`config.mk`:
```
export PLATFORM = sky130hd
export DESIGN_NAME = video_timing_gen
export DESIGN_NICKNAME = d
export VERILOG_FILES = /design/src/rtl/video_timing_gen.sv
export SDC_FILE = /design/constraint.sdc
export NUM_CORES = 1
export LEC_CHECK = 0
export CAP_MARGIN = 10
export CORE_MARGIN = 2
export CORE_UTILIZATION = 25
export CTS_BUF_LIST = sky130_fd_sc_hd__clkbuf_4 sky130_fd_sc_hd__clkbuf_8
export CTS_CLUSTER_SIZE = 16
export DETAILED_ROUTE_END_ITERATION = 6
export PLACE_DENSITY = 0.43
export SYNTH_ARGS = -nofsm -noshare
export SYNTH_HDL_FRONTEND = slang
export SYNTH_SLANG_ARGS = --single-unit
export TNS_END_PERCENT = 100
```
`constraint.sdc`:
```
create_clock -name clk -period 4.53 [get_ports clk]
set_input_delay 1.1325 -clock clk [delete_from_list [all_inputs] [get_ports clk]]
set_output_delay 1.1325 -clock clk [all_outputs]
set_load 0.1 [all_outputs]
```
`src/rtl/video_timing_gen.sv`:
```
`default_nettype none
// ============================================================================
// Module   : video_timing_gen
// Purpose  : Raster timing generator. Owns the horizontal and vertical pixel
//            counters and decodes sync, blanking and line/frame strobes from
//            them. Every output is registered and aligned with the counters
//            presented in the same cycle.
// Revision : 1.0 - initial release
// ----------------------------------------------------------------------------
// Ports:
//   clk          in   1      pixel-domain clock
//   rst          in   1      synchronous active-high reset
//   ce           in   1      advance enable (only with VIDEO_TIMING_CE_EN)
//   hcount       out  WIDTH  horizontal position
//   vcount       out  WIDTH  vertical position
//   hsync        out  1      horizontal sync, asserted level H_POL
//   vsync        out  1      vertical sync, asserted level V_POL
//   blank        out  1      high outside the active area
//   active       out  1      inverse of blank
//   line_start   out  1      high while hcount = 0
//   frame_start  out  1      high while (hcount, vcount) = (0, 0)
// Build option:
//   VIDEO_TIMING_CE_EN  - adds the ce port; the block advances only on clock
//                         edges with ce = 1. Undefined: advances every edge.
// ============================================================================
module video_timing_gen #(
    parameter int   H_ACTIVE = 800,
    parameter int   H_FP     = 40,
    parameter int   H_SYNC   = 128,
    parameter int   H_BP     = 88,
    parameter int   V_ACTIVE = 600,
    parameter int   V_FP     = 1,
    parameter int   V_SYNC   = 4,
    parameter int   V_BP     = 23,
    parameter logic H_POL    = 1'b1,
    parameter logic V_POL    = 1'b1,
    parameter int   WIDTH    = 11
) (
    input  logic             clk,
    input  logic             rst,
`ifdef VIDEO_TIMING_CE_EN
    input  logic             ce,
`endif
    output logic [WIDTH-1:0] hcount,
    output logic [WIDTH-1:0] vcount,
    output logic             hsync,
    output logic             vsync,
    output logic             blank,
    output logic             active,
    output logic             line_start,
    output logic             frame_start
);

    // Region boundaries, resolved at elaboration. Sync ends are exclusive;
    // a back porch of at least one keeps them representable in WIDTH bits.
    localparam int               c_H_TOTAL      = H_ACTIVE + H_FP + H_SYNC + H_BP;
    localparam int               c_V_TOTAL      = V_ACTIVE + V_FP + V_SYNC + V_BP;
    localparam logic [WIDTH-1:0] c_ZERO         = WIDTH'(0);
    localparam logic [WIDTH-1:0] c_ONE          = WIDTH'(1);
    localparam logic [WIDTH-1:0] c_H_LAST       = WIDTH'(c_H_TOTAL - 1);
    localparam logic [WIDTH-1:0] c_V_LAST       = WIDTH'(c_V_TOTAL - 1);
    localparam logic [WIDTH-1:0] c_H_ACT        = WIDTH'(H_ACTIVE);
    localparam logic [WIDTH-1:0] c_V_ACT        = WIDTH'(V_ACTIVE);
    localparam logic [WIDTH-1:0] c_H_SYNC_START = WIDTH'(H_ACTIVE + H_FP);
    localparam logic [WIDTH-1:0] c_H_SYNC_END   = WIDTH'(H_ACTIVE + H_FP + H_SYNC);
    localparam logic [WIDTH-1:0] c_V_SYNC_START = WIDTH'(V_ACTIVE + V_FP);
    localparam logic [WIDTH-1:0] c_V_SYNC_END   = WIDTH'(V_ACTIVE + V_FP + V_SYNC);

    logic             w_advance;
    logic             w_h_wrap;

    logic [WIDTH-1:0] hcount_q, hcount_d;
    logic [WIDTH-1:0] vcount_q, vcount_d;
    logic             hsync_q, hsync_d;
    logic             vsync_q, vsync_d;
    logic             blank_q, blank_d;
    logic             active_q, active_d;
    logic             line_start_q, line_start_d;
    logic             frame_start_q, frame_start_d;

`ifdef VIDEO_TIMING_CE_EN
    assign w_advance = ce;
`else
    assign w_advance = 1'b1;
`endif

    // Next position and its decode. The decode looks at the next-state
    // counters so the registered flags line up with the registered counters.
    always_comb begin
        w_h_wrap = (hcount_q == c_H_LAST);
        hcount_d = w_h_wrap ? c_ZERO : hcount_q + c_ONE;
        vcount_d = vcount_q;
        if (w_h_wrap) begin
            vcount_d = (vcount_q == c_V_LAST) ? c_ZERO : vcount_q + c_ONE;
        end

        hsync_d       = ((hcount_d >= c_H_SYNC_START) && (hcount_d < c_H_SYNC_END))
                        ? H_POL : ~H_POL;
        vsync_d       = ((vcount_d >= c_V_SYNC_START) && (vcount_d < c_V_SYNC_END))
                        ? V_POL : ~V_POL;
        blank_d       = (hcount_d >= c_H_ACT) || (vcount_d >= c_V_ACT);
        active_d      = ~blank_d;
        line_start_d  = (hcount_d == c_ZERO);
        frame_start_d = (hcount_d == c_ZERO) && (vcount_d == c_ZERO);
    end

    // Reset parks the raster on its last back-porch position, so the first
    // advance lands on (0, 0). Reset takes priority over a held advance.
    always_ff @(posedge clk) begin
        if (rst) begin
            hcount_q      <= c_H_LAST;
            vcount_q      <= c_V_LAST;
            hsync_q       <= ~H_POL;
            vsync_q       <= ~V_POL;
            blank_q       <= 1'b1;
            active_q      <= 1'b0;
            line_start_q  <= 1'b0;
            frame_start_q <= 1'b0;
        end else if (w_advance) begin
            hcount_q      <= hcount_d;
            vcount_q      <= vcount_d;
            hsync_q       <= hsync_d;
            vsync_q       <= vsync_d;
            blank_q       <= blank_d;
            active_q      <= active_d;
            line_start_q  <= line_start_d;
            frame_start_q <= frame_start_d;
        end
    end

    assign hcount      = hcount_q;
    assign vcount      = vcount_q;
    assign hsync       = hsync_q;
    assign vsync       = vsync_q;
    assign blank       = blank_q;
    assign active      = active_q;
    assign line_start  = line_start_q;
    assign frame_start = frame_start_q;

endmodule
`default_nettype wire

```
Word level (Yosys, flattened, before mapping)
Cells that the tools add are included.
{ "word_totals": {"mem_bits_ro": 0, "out_inout_bits": 28, "wordCells": 30, "register_bits": 28, "latchBits": 0, "mem_bits_rw": 0, "n_memories": 0, "input_bits": 2} }
{ "op_classes": {"div_mod_pow": 0, "addsub": 2, "order_cmp": 6, "n_reduce_logical": 6, "n_shift": 0, "bitwise": 1, "mux": 5, "eq_ne": 2, "mul": 0} }
{ "op_table": {"columns": ["cell", "n"], "rows": [
  ["11-bit by 10-bit >= comparator with 1-bit output, second input constant", 4],
  ["11-bit two-way mux", 3],
  ["11-bit by 1-bit adder with 11-bit output, second input constant", 2],
  ["11-bit zero test", 2],
  ["11-bit by 10-bit < comparator with 1-bit output, second input constant", 2],
  ["11-bit by 10-bit equality test with 1-bit output, second input constant", 1],
  ["11-bit equality test, second input constant", 1],
  ["1-bit logical AND", 3],
  ["1-bit two-way mux", 2],
  ["1-bit logical OR", 1],
  ["1-bit NOT", 1]
]} }

Depth between registers and ports, before layout
{ "depth": {"word_depth": 6, "ltp_mapped": 9} }

Worst setup path after synthesis
No wires, ideal clock.
{ "synth_timing": {"path_type": "reg2reg", "start": "register vcount_q[0] (netlist: vcount[0])", "end": "register frame_start_q (netlist: frame_start)", "slack_ns": 1.289, "n_path_buf": 1, "t_arrival_ns": 3.155, "t_required_ns": 4.443, "stages_incl_launch_ff": 9, "path_cell_list": "dfxtp_1 > ha_1 > buf_4 > or4b_4 > nor3_4 > or2_1 > a31oi_2 > or4b_4 > nor4b_4"} }
{ "synth_via": {"elab_chain_len": 5, "word_cells_on_any_way": 6, "classes_between": "add/sub (1); eq/ne (1); mux (2); reduce/logical (2)"} }
{ "synth_lines": {"columns": ["element", "line", "rtl"], "rows": [
  ["start: declaration", "73", "logic [WIDTH-1:0] vcount_q, vcount_d;"],
  ["start signal: assignment", "112", "vcount_q <= c_V_LAST;"],
  ["start signal: assignment", "121", "vcount_q <= vcount_d;"],
  ["11-bit by 1-bit adder with 11-bit output or 11-bit by 10-bit equality test with 1-bit output (tied branches)", "94", "vcount_d = (vcount_q == c_V_LAST) ? c_ZERO : vcount_q + c_ONE;"],
  ["11-bit two-way mux", "94", null],
  ["11-bit two-way mux *", "93", "if (w_h_wrap) begin"],
  ["11-bit zero test *", "104", "frame_start_d = (hcount_d == c_ZERO) && (vcount_d == c_ZERO);"],
  ["1-bit logical AND *", "104", null],
  ["end signal: assignment", "127", "frame_start_q <= frame_start_d;"],
  ["end: declaration", "79", "logic frame_start_q, frame_start_d;"]
]} }
Mark *: on every way between the ends. The rest lies on a longest branch, timed or not.
A chain may end at the register's enable or synchronous reset.

Final worst setup path
{ "layout_timing": {"start": "register hcount_q[5] (netlist: hcount[5])", "end": "output port hcount[5]"} }
{ "layout_lines": {"columns": ["element", "line", "rtl"], "rows": [
  ["start: declaration", "72", "logic [WIDTH-1:0] hcount_q, hcount_d;"],
  ["start signal: assignment", "111", "hcount_q <= c_H_LAST;"],
  ["start signal: assignment", "120", "hcount_q <= hcount_d;"],
  ["end: declaration", "44", "output logic [WIDTH-1:0] hcount,"]
]} }
No word-level cell between the ends.

==> metrics.log <==
INFO  metric run_status = finished, final reports clean
INFO  metric share_of_post_route_cells_with_drive_strength_above_1 = under 10%
INFO  metric grt_start_max_net_pins = 24
INFO  metric cts_made_buffers = 3
INFO  metric r2r_start = hcount[0]
INFO  metric transition_at_the_pin_with_the_smallest_max_transition_slack = around 970 ps
INFO  metric ant_nets = 0
INFO  metric post-route-drc-count = 0
INFO  metric worstSetupPathDepth = 1
INFO  metric gpl.final_weighted_congestion = a little over 0.8
INFO  metric crit_path_start_kind = flop
INFO  metric grt_first_pass_wirelength = 7.15 mm
INFO  metric antenna_found_initial = 0
INFO  metric grt_util_met2 = between 15 and 20%
INFO  metric cap_viol_max_count = 0
INFO  metric detail_route.first_pass.iterations = 6
INFO  metric die_area = just under 0.008 sq mm
INFO  metric avgSynthCellArea = slightly below 9 sq um
INFO  metric period_needed = 3320 ps
INFO  metric final_common_cell = sky130_fd_sc_hd__clkdlybuf4s50_1
INFO  metric worstHoldPathType = flop to flop
INFO  metric worst_skew_pair.late_latency = 280 ps
INFO  metric postSynthCellCount = 202
INFO  metric rr_worst_depth = 6
INFO  metric critPathMaxFanout = 17
INFO  metric end_kind = output pin
INFO  metric grt_pass1_vias = ~1400
INFO  metric post-route-worst-setup-slack = 1210 ps
INFO  metric dp_worst_setup_slack = 1530 ps
INFO  metric finalSetupViolations = 0
INFO  metric unrepaired_setup_endpoints_after_global_routing = no
INFO  metric yosys_register_bits = 28
INFO  metric fin_util = between 30% and 40%
INFO  metric crit_path_max_incr_delay = 1230 ps
INFO  metric global_route.usage.total = 11.9%
INFO  metric slew_violations = 0
INFO  metric tritoncts_num_sinks = 28
INFO  metric clock_tree_root_driver_cell = sky130_fd_sc_hd__clkbuf_8
INFO  metric die_width = 87.8 microns
INFO  metric htree_num_levels = 1
INFO  metric setup.worst_path.start = hcount[5]
INFO  metric globalRoute.busiestLayer = met1
INFO  metric synth_largest_type_area_fraction = 32.0%
INFO  metric wirelength = 4.47 mm
INFO  metric clkTransAtPathRegs = approximately 100 ps
INFO  metric arrival = 2190 ps
INFO  metric yosys_warnings = 0
INFO  metric final.period_utilization = 73.4%
INFO  metric synth.largest_area_cell = sky130_fd_sc_hd__dfxtp_1
INFO  metric timing.critical_path.to = hcount[5]
INFO  metric route.vias.total = 1528
INFO  metric slowest_stage = sky130_fd_sc_hd__clkdlybuf4s50_1
INFO  metric area_contributors_post_synth = sky130_fd_sc_hd__dfxtp_1 (32%), sky130_fd_sc_hd__xnor2_1 (6.5%), sky130_fd_sc_hd__nor2_1 (3.4%)
INFO  metric ff2ff_setup_slack = roughly 1600 ps
INFO  metric crit_type = flop to output pin
INFO  metric synth_enable_flop_cells = 0
INFO  metric cts-hold-fix-buffers = 0
INFO  metric maxClockFrequency = 301 MHz
INFO  metric slew_headroom = 34.9%
INFO  metric hold_violations = 0
INFO  metric nNetsFinal = 226
INFO  metric synthFlopType = sky130_fd_sc_hd__dfxtp_1
INFO  metric gr-usage-met1 = 17.8%
INFO  metric port_buffers = 29
INFO  metric die_height = 87.8 microns
INFO  metric layout.cells.most_common_list = sky130_fd_sc_hd__clkdlybuf4s50_1 (29), sky130_fd_sc_hd__dfxtp_1 (28), sky130_fd_sc_hd__nor2_1 (16)
INFO  metric groute.layer.met3.usage = 1.70%
INFO  metric clock_skew = roughly 3 ps
INFO  metric cells_along_the_critical_path = clkdlybuf4s50_1
INFO  metric initial_core_utilization = between 20 and 30%
INFO  metric clock_path_buffers = 2
INFO  metric grt_overflow = 0
INFO  metric vias_per_cell = 4.84
INFO  metric cts_tree = built
INFO  metric synth_cell_types = between 50 and 60
INFO  metric area_growth = 21.5%
INFO  metric postCtsSetupRepairBufs = 0
INFO  metric drt_iter0_markers = 112
INFO  metric num_io_pins = 30
INFO  metric critical_path_required = 3400 ps
INFO  metric seq_area_frac_synth = 32.0%
INFO  metric worst-path-buf-inv = 1
INFO  metric detail_route.wl_per_cell = 14.1 microns
INFO  metric critical-path-top-delay-family = buffers and inverters
INFO  metric post_cts_resize_count = 0
INFO  metric r2r_end = frame_start
INFO  metric design.core.area = 0.00679 sq mm
INFO  metric mappedNetlistArea = 0.00175 sq mm
INFO  metric fin_setup_tns = 0 ps
INFO  metric hold_ws = 540 ps
INFO  metric num_antenna_cells = 0
INFO  metric synth_nets = 207
INFO  metric dpl.hpwl = between 3 and 4 mm
INFO  metric ys_async_sr_fraction = 0%
INFO  metric core.rowCount = 30
-- sequential cells by signal, indices dropped and copies added, names as in the netlist --
name,flops
active,1
blank,1
frame_start,1
hcount,11
hsync,1
line_start,1
vcount,11
vsync,1
-- synthesized netlist by cell type (5+ instances only) --
| library cell | instances |
|---|---|
| sky130_fd_sc_hd__buf_2 | 6 |
| sky130_fd_sc_hd__nand3_1 | 9 |
| sky130_fd_sc_hd__and3_1 | 5 |
| sky130_fd_sc_hd__nor3_1 | 8 |
| sky130_fd_sc_hd__o21ai_0 | 6 |
| sky130_fd_sc_hd__clkbuf_1 | 6 |
| sky130_fd_sc_hd__xnor2_1 | 13 |
| sky130_fd_sc_hd__nor4_1 | 6 |
| sky130_fd_sc_hd__nor2_1 | 16 |
| sky130_fd_sc_hd__nand2_1 | 12 |
| sky130_fd_sc_hd__dfxtp_1 | 28 |
| sky130_fd_sc_hd__or3_1 | 5 |
| sky130_fd_sc_hd__a21oi_1 | 11 |
-- area by class of cell --
| type | instances | area [sq um] |
|---|---|---|
| fillers | 727 | 4660 |
| multi-input cells | 156 | 1090 |
| inverters | 2 | 7.51 |
| clock buffers | 4 | 55.1 |
| flip-flops and latches | 28 | 561 |
| repair buffers | 30 | 298 |
| well taps | 96 | 120 |
-- routing by layer --
| metal | wire [microns] | up-vias |
|---|---|---|
| li1 | - | 787 |
| met3 | 191 | 5 |
| met5 | 0 | - |
| met1 | 2370 | 701 |
| met4 | 64 | 0 |
| met2 | 1840 | 35 |
-- kinds of logic (layout without fill, tap and decap cells) --
group	Yosys count	after routing	share of synthesized area, %
mux	1	1	0.571
flops	28	28	32.0
fa+ha+maj	3	3	2.14
compound gates	48	48	19.8
simple gates	88	88	31.6
buf+inv	18	36	5.92
xor+xnor	16	16	7.99
-- how the worst min path moves through the flow --
| stage | start | to | cells past startpoint |
|---|---|---|---|
| 4_1_cts | hcount[0] | hcount[0] | 1 |
| 2_1_floorplan | hcount[0] | hcount[0] | 1 |
| 5_1_grt | hcount[0] | hcount[0] | 1 |
| 3_5_place_dp | hcount[0] | hcount[0] | 1 |
| 6_report | hcount[0] | hcount[0] | 1 |
| 3_3_place_gp | hcount[0] | hcount[0] | 1 |
-- metrics by stage --
stage / area, sq um / cells
after detailed placement: 2080 / 312
final: 2130 / 316
after CTS: 2130 / 316
after global placement: 2080 / 312
after global routing: 2130 / 316
after floorplan: 1750 / 202
Power is left out: the tool's default activity adds up to more than one toggle a clock period on the data nets, which glitch-free logic cannot reach.
